[src/rtl/rst_seq_pkg.sv]
// Shared types and width helpers for the reset sequencer.
package rst_seq_pkg;

  typedef enum logic [1:0] {
    HOLD    = 2'd0,
    STRETCH = 2'd1,
    RELEASE = 2'd2,
    IDLE    = 2'd3
  } state_e;

  // Counter width large enough to hold the longer of the two programmable counts.
  function automatic int cnt_w(input int stretch_cycles, input int gap_cycles);
    int max_cnt;
    max_cnt = (stretch_cycles > gap_cycles) ? stretch_cycles : gap_cycles;
    return $clog2(max_cnt + 1);
  endfunction

  function automatic int ch_w(input int num_channels);
    return (num_channels > 1) ? $clog2(num_channels) : 1;
  endfunction

endpackage

[src/rtl/rst_sync_chain.sv]
// Reset-removal synchroniser: cleared asynchronously, shifts in a constant 1.
module rst_sync_chain #(
  parameter int NUM_STAGES = 2
) (
  input  logic i_CLK,
  input  logic i_RST,
  output logic o_SYNC
);

  logic [NUM_STAGES-1:0] chain_q;

  always_ff @(posedge i_CLK or posedge i_RST) begin
    if (i_RST) begin
      chain_q <= '0;
    end else begin
      chain_q <= {chain_q[NUM_STAGES-2:0], 1'b1};
    end
  end

  assign o_SYNC = chain_q[NUM_STAGES-1];

endmodule

[src/rtl/rst_sequencer.sv]
// Reset sequencer: synchronised removal, stretch, then staggered per-channel release.
// Handshake: i_SW_RST_REQ is a level sampled only in IDLE; o_SW_RST_ACK pulses once when that sequence ends.
module rst_sequencer
  import rst_seq_pkg::*;
#(
  parameter int NUM_STAGES     = 2,
  parameter int NUM_CHANNELS   = 4,
  parameter int STRETCH_CYCLES = 16,
  parameter int GAP_CYCLES     = 8
) (
  input  logic                    i_CLK,
  input  logic                    i_RST,
  input  logic                    i_SW_RST_REQ,
  output logic [NUM_CHANNELS-1:0] o_SYNC_RST_N,
  output logic                    o_SW_RST_ACK,
  output logic                    o_BUSY,
  output logic                    o_ALL_RELEASED,
  output state_e                  o_STATE
);

  localparam int CNT_W = cnt_w(STRETCH_CYCLES, GAP_CYCLES);
  localparam int CH_W  = ch_w(NUM_CHANNELS);

  localparam logic [CNT_W-1:0]        STRETCH_LAST = CNT_W'(STRETCH_CYCLES - 1);
  localparam logic [CNT_W-1:0]        GAP_LAST     = CNT_W'(GAP_CYCLES - 1);
  localparam logic [CH_W-1:0]         CH_LAST      = CH_W'(NUM_CHANNELS - 1);
  localparam logic [NUM_CHANNELS-1:0] CH_ONE       = NUM_CHANNELS'(1);

  if (NUM_STAGES < 2 || NUM_CHANNELS < 1 || STRETCH_CYCLES < 1 || GAP_CYCLES < 1) begin : g_param_check
    $error("rst_sequencer: illegal parameter value");
  end

  state_e                  state_q, state_d;
  logic [CNT_W-1:0]        cnt_q, cnt_d;
  logic [CH_W-1:0]         idx_q, idx_d;
  logic [NUM_CHANNELS-1:0] rst_n_q, rst_n_d;
  logic                    all_rel_q, all_rel_d;
  logic                    ack_q, ack_d;
  logic                    sw_origin_q, sw_origin_d;
  logic                    sync_out;

  rst_sync_chain #(
    .NUM_STAGES(NUM_STAGES)
  ) u_sync (
    .i_CLK (i_CLK),
    .i_RST (i_RST),
    .o_SYNC(sync_out)
  );

  logic stretch_done, gap_done, last_ch, sw_start;
  assign stretch_done = (cnt_q == STRETCH_LAST);
  assign gap_done     = (cnt_q == GAP_LAST);
  assign last_ch      = (idx_q == CH_LAST);
  assign sw_start     = i_SW_RST_REQ;

  // State register plus all datapath registers share the asynchronous clear.
  always_ff @(posedge i_CLK or posedge i_RST) begin
    if (i_RST) begin
      state_q     <= HOLD;
      cnt_q       <= '0;
      idx_q       <= '0;
      rst_n_q     <= '0;
      all_rel_q   <= 1'b0;
      ack_q       <= 1'b0;
      sw_origin_q <= 1'b0;
    end else begin
      state_q     <= state_d;
      cnt_q       <= cnt_d;
      idx_q       <= idx_d;
      rst_n_q     <= rst_n_d;
      all_rel_q   <= all_rel_d;
      ack_q       <= ack_d;
      sw_origin_q <= sw_origin_d;
    end
  end

  always_comb begin
    state_d = state_q;
    case (state_q)
      HOLD:    if (sync_out) state_d = STRETCH;
      STRETCH: if (stretch_done) state_d = (NUM_CHANNELS == 1) ? IDLE : RELEASE;
      RELEASE: if (gap_done && last_ch) state_d = IDLE;
      IDLE:    if (sw_start) state_d = STRETCH;
      default: state_d = HOLD;
    endcase
  end

  always_comb begin
    cnt_d       = cnt_q;
    idx_d       = idx_q;
    rst_n_d     = rst_n_q;
    all_rel_d   = all_rel_q;
    ack_d       = 1'b0;
    sw_origin_d = sw_origin_q;
    case (state_q)
      HOLD: begin
        if (sync_out) cnt_d = '0;
      end
      STRETCH: begin
        if (stretch_done) begin
          rst_n_d = rst_n_q | CH_ONE;
          cnt_d   = '0;
          idx_d   = CH_W'(1);
          if (NUM_CHANNELS == 1) begin
            all_rel_d   = 1'b1;
            ack_d       = sw_origin_q;
            sw_origin_d = 1'b0;
          end
        end else begin
          cnt_d = cnt_q + 1'b1;
        end
      end
      RELEASE: begin
        if (gap_done) begin
          rst_n_d = rst_n_q | (CH_ONE << idx_q);
          cnt_d   = '0;
          idx_d   = idx_q + 1'b1;
          if (last_ch) begin
            all_rel_d   = 1'b1;
            ack_d       = sw_origin_q;
            sw_origin_d = 1'b0;
          end
        end else begin
          cnt_d = cnt_q + 1'b1;
        end
      end
      IDLE: begin
        if (sw_start) begin
          rst_n_d     = '0;
          cnt_d       = '0;
          idx_d       = '0;
          all_rel_d   = 1'b0;
          sw_origin_d = 1'b1;
        end
      end
      default: begin
        cnt_d = '0;
      end
    endcase
  end

  always_comb begin
    o_SYNC_RST_N   = rst_n_q;
    o_SW_RST_ACK   = ack_q;
    o_ALL_RELEASED = all_rel_q;
    o_BUSY         = (state_q != IDLE);
    o_STATE        = state_q;
  end

endmodule

[config.mk]
export PLATFORM = sky130hd
export DESIGN_NAME = rst_sequencer
export DESIGN_NICKNAME = d
export VERILOG_FILES = /design/src/rtl/rst_seq_pkg.sv /design/src/rtl/rst_sync_chain.sv /design/src/rtl/rst_sequencer.sv
export SDC_FILE = /design/constraint.sdc
export NUM_CORES = 1
export LEC_CHECK = 0
export CAP_MARGIN = 15
export CORE_MARGIN = 1
export CORE_UTILIZATION = 55
export CTS_BUF_LIST = sky130_fd_sc_hd__clkbuf_16
export DETAILED_ROUTE_END_ITERATION = 6
export GPL_TIMING_DRIVEN = 0
export PLACE_DENSITY = 0.89
export SKIP_CTS_REPAIR_TIMING = 1
export SYNTH_ARGS = -nofsm -noshare
export SYNTH_HDL_FRONTEND = slang
export SYNTH_SLANG_ARGS = --single-unit
[constraint.sdc]
create_clock -name i_CLK -period 5.1 [get_ports i_CLK]
set_input_delay 1.02 -clock i_CLK [delete_from_list [all_inputs] [get_ports i_CLK]]
set_output_delay 1.02 -clock i_CLK [all_outputs]
set_load 0.01 [all_outputs]
== Word level (Yosys, flattened, before mapping) ==
Cells that the tools add are included.

* Bits in registers: 18
* Input bits: 3
* Output and inout port bits: 9
* Word-level logic and storage cells: 65

* $add $sub $neg: 2
* Equality and inequality tests: 13
* Shift-type cells: 1
* Muxes and demuxes: 29
* Bitwise operators: 2
* Reductions and logical operators: 9

{| class="wikitable"
|+ Operator list
! cell !! number
|-
| $mux 5 || 4
|-
| $pmux 5 s4 || 1
|-
| $reduce_and 4->1 || 4
|-
| $mux 2 || 7
|-
| $ne 2x2->1 const B || 6
|-
| $pmux 4 s3 || 1
|-
| $mux 1 || 10
|-
| $mux 4 || 2
|-
| $pmux 2 s4 || 1
|-
| $eq 2x2->1 const B || 3
|-
| $pmux 2 s3 || 1
|-
| $add 5x1->5 const B || 1
|-
| $eq 5x3->1 const B || 1
|-
| $eq 5x4->1 const B || 1
|-
| $or 4x4->4 || 1
|-
| $pmux 1 s2 || 2
|-
| $shl 1x2->4 const A || 1
|-
| $reduce_bool 3->1 || 1
|-
| $add 2x1->2 const B || 1
|-
| $eq 2x1->1 const B || 1
|-
| $logic_not 2->1 || 1
|-
| $ne 2x1->1 const B || 1
|-
| $reduce_and 2->1 || 1
|-
| $reduce_bool 2->1 || 1
|-
| 2 further kinds || 2
|}

== Logic depth before layout (Yosys ltp) ==
* Depth after elaboration: 4
* Depth in mapped cells: 8
* Gate-level depth less buffers: 8

== By module ==
From an unflattened synthesis, not the netlist that was laid out.

* Cell total of the unflattened synthesis: 107
* Area, all modules: 1054.8 um^2

{| class="wikitable"
|+ By module, submodules not included
! module !! times used !! cells an instance !! area each (um^2) !! sequential area each (um^2)
|-
| rst_sequencer || 1 || 103 || 997.2 || 400.4
|-
| rst_sync_chain || 1 || 4 || 57.6 || 50.0
|}

== Worst setup path before layout ==
Ideal clock, no wire load.

* Path type: input to register
* Start point: input i_SW_RST_REQ
* End point: register state_q[1] (netlist: o_STATE[1])
* Setup time: 125 ps
* Arrival: 1802 ps
* Required time: 4975 ps
* Slack: 3173 ps
* Cell stages on the path: 4
* Path buffers: 0
* Path through: and2b_4 -> a21oi_4 -> nand3_2 -> mux2_2

* Longest elaborated chain between the ends: 2

{| class="wikitable"
|+ RTL lines
! item !! line !! RTL
|-
| start: declaration || rst_sequencer.sv:13 || <nowiki>input logic i_SW_RST_REQ,</nowiki>
|-
| $ne 2x2->1 (no line) || - ||
|-
| $reduce_and 4->1 (no line) || - ||
|-
| end signal: assignment || rst_sequencer.sv:67 || <nowiki>state_q <= state_d;</nowiki>
|-
| end: declaration || rst_sequencer.sv:33 || <nowiki>state_e state_q, state_d;</nowiki>
|}

No other way between the ends.
A chain may end at the register's enable or synchronous reset.

== Final worst setup path ==
* Start point: register state_q[0] (netlist: o_STATE[0])
* End point: output o_BUSY

* Longest elaborated chain between the ends: 1

{| class="wikitable"
|+ RTL lines
! item !! line !! RTL
|-
| $ne 2x2->1 || rst_sequencer.sv:146 || <nowiki>o_BUSY = (state_q != IDLE);</nowiki>
|-
| end: declaration || rst_sequencer.sv:16 || <nowiki>output logic o_BUSY,</nowiki>
|}

No other way between the ends.

==> impl_metrics.yaml <==
detailed_routing:
  wirelength_microns: 2080
  first_pass_iters: 4
  drc: 0
  viasPerCell: 5.48
  ant_nets: 0
  vias: 800
  post_drt_wl_per_cell_microns: 14.2
  drt_iter0_drc: 8
floorplan:
  fp.dieH_microns: 46.4
  die_w_microns: 46.4
  core-area_sq_um: 1780
  dieArea_sq_um: 2150
  io_pins: 12
  initial_core_util: 0.607
  rows: 15
synthesis:
  synth_top_family_by_area: "compound AO/OA/AOI/OAI gates"
  ys_ff_latch: 18
  synth_compound_area_frac: 0.178
  synthCells: 106
  syn_nets: 122
  synth.area.top_cells: "dfrtp_1, ha_1, inv_1"
  synth_xor_area_frac: 0
  synth.cell_area_sq_um: 1080
  synth_top_area_frac: 0.416
  yosysWarnings: 0
  synth_top_area_cell: "dfrtp_1"
  synth_edf_count: 0
  yosysSeqAreaShare: 0.416
  syn_area_per_cell_sq_um: 10.2
  synthSimpleGateAreaFrac: 0.166
  synth-adder-area-share: 0.150
  yosys.cell_types.count: 30
  synthArstFlopShare: 1.00
  muxShareOfSynthArea: 0.0289
  synth_flop_cell: "dfrtp_1"
layout:
  drive_gt1_frac: 0.124
  finalCoreUtilization: 0.731
  antennaDiodeCount: 0
  fin_nets: 138
  area_growth_pct: 20.3
clocking:
  clk_pin_slew_ps: 50
  root_buffer: "clkbuf_16"
  cts_max_level: 1
  clkLatencyLatePin_ps: 250
  cts_buffers: 3
  cts_sinks: 18
  cts.path.max_buffers: 2
  tritoncts: "done"
setup_path:
  critPathRequiredTime_ps: 4080
  r2r_cells: 8
  r2r_slack_ps: 3070
  critPathArrivalTime_ps: 1630
  criticalPathCategory: "register to output pin"
  rr_endpoint: "o_STATE[1]"
  start_kind: "register"
  worstReg2RegStart: "cnt_q[0]"
  crit_path_end_kind: "output pin"
  crit_path_max_fanout: 5
global_route:
  use_met3: 0.0353
  grt_overflow: 0
  grt_pass1_wl_microns: 3590
  grt.met1_usage: 0.309
  grt-busiest-layer: "met2"
  use_met2: 0.397
  grt_pass1_vias: 788
  grt_max_degree: 19
  antenna_found_initial: 0
  gr-usage-all-layers: 0.236
sta:
  fin_crit_ps: 2650
  slew_violations: 0
  rsz0062_at_grt: "no"
  finalSetupTns_ps: 0
  hold_violations: 0
  fmax_ghz: 0.377
  slew_headroom: 0.557
  fin_crit_sh: 0.520
  setup_viol: 0
  skew_ps: 1.37
  worstMarginPinSlew_ps: 655
place:
  numPortBuffers: 11
  dp_hpwl_microns: 1450
  place_congestion: 0.755
worst_hold_path:
  min_from: "u_sync.chain_q[0]"
  hold_depth: 0
  hp-class: "register to register"
  hold_end: "u_sync.chain_q[1]"
power_and_ir_drop:
  p_leak_nw: 0.584
  p_per_area_nw_per_um2: 569
  peakVddDrop_mv: 0.348
outcome:
  status: "completed"
job:
  drv_cap: 0
area by class of cell:
cell class / count / area (sq um)
inverter: 15 / 56.3
fill: 120 / 480
clock inverter: 1 / 3.75
timing repair buffer: 11 / 110
sequential: 18 / 450
buffer: 1 / 5.00
tap: 25 / 31.3
clock buffer: 3 / 75.1
multi-input combinational: 72 / 571
critical path, stage by stage, from the launching register on:
cell and delay, ps:
dfrtp_1 420, ha_1 280, inv_1 130, clkdlybuf4s50_1 550
kinds of logic after synthesis:
kind of cell,after synthesis
mux,3
compound gates,27
flops,18
simple gates,28
fa+ha+maj,13
buf+inv,16
other cells,1
routing by layer:
layer	share of wire	vias to the layer above
li1	-	394
met1	0.47	387
met2	0.50	14
met3	0.026	5
met4	0.012	0
met5	0	-
synthesized netlist by cell type (all sizes together), types with 2 or more instances:
master / count
nand3: 6
a21oi: 12
and2b: 2
ha: 13
nand2: 5
mux2i: 2
o21ai: 5
o2bb2ai: 2
inv: 15
nor2: 8
o22ai: 2
dfrtp: 18
a31o: 2
worst max-delay path by stage:
stage / from / endpoint / slack (ps) / cells after the start
final: o_STATE[0] / o_BUSY / 2450 / 3
after global routing: o_STATE[0] / o_BUSY / 2410 / 3
after CTS: o_STATE[0] / o_BUSY / 2450 / 3
after detailed placement: i_SW_RST_REQ / o_STATE[1] / 2550 / 5
after global placement: i_SW_RST_REQ / o_STATE[1] / 2560 / 5
after floorplan: i_SW_RST_REQ / o_STATE[1] / 3170 / 4
cell usage in the layout, fill, tap and decap left out, drive strengths merged:
cell type      count
o2bb2ai            2
mux2i              2
and2b              2
nor2b              1
nand2              5
ha                13
clkinv             1
o22ai              2
clkdlybuf4s50     11
buf                1
a31o               2
mux2               1
nor2               8
nand4bb            1
dfrtp             18
nand4              1
o21ai              5
o211ai             1
inv               15
a21boi             1
a31oi              1
a2111oi            1
clkbuf             3
nand3              6
nand2b             1
and4bb             1
nor3               1
a21oi             12
conb               1
nor4b              1
stage by stage:
stage / worst slack, ps / power (W) / hold slack, ps / std cells / area [sq um]
finish: 2450 / 0.000741 / 353 / 146 / 1300
global route: 2410 / 0.000794 / 365 / 146 / 1300
CTS: 2450 / 0.000740 / 356 / 146 / 1300
detailed placement: 2550 / 0.000578 / 344 / 142 / 1220
global placement: 2560 / 0.000559 / 333 / 142 / 1220
floorplan: 3170 / 0.000462 / 331 / 106 / 1080
flip-flops by register name, summed over array words and instances, names as in the netlist:
signal          count
sw_origin_q         1
o_SYNC_RST_N        4
idx_q               2
u_sync.chain_q      2
cnt_q               5
o_SW_RST_ACK        1
o_STATE             2
o_ALL_RELEASED      1
report_power, final:
| group | internal [W] | total, W | switching, W |
|---|---|---|---|
| registers | 0.000186 | 0.000220 | 0.0000347 |
| clock network | 0.000104 | 0.000155 | 0.0000509 |
| logic | 0.000165 | 0.000366 | 0.000201 |
| total | 0.000455 | 0.000741 | 0.000287 |
(Power assumes the default switching activity.)
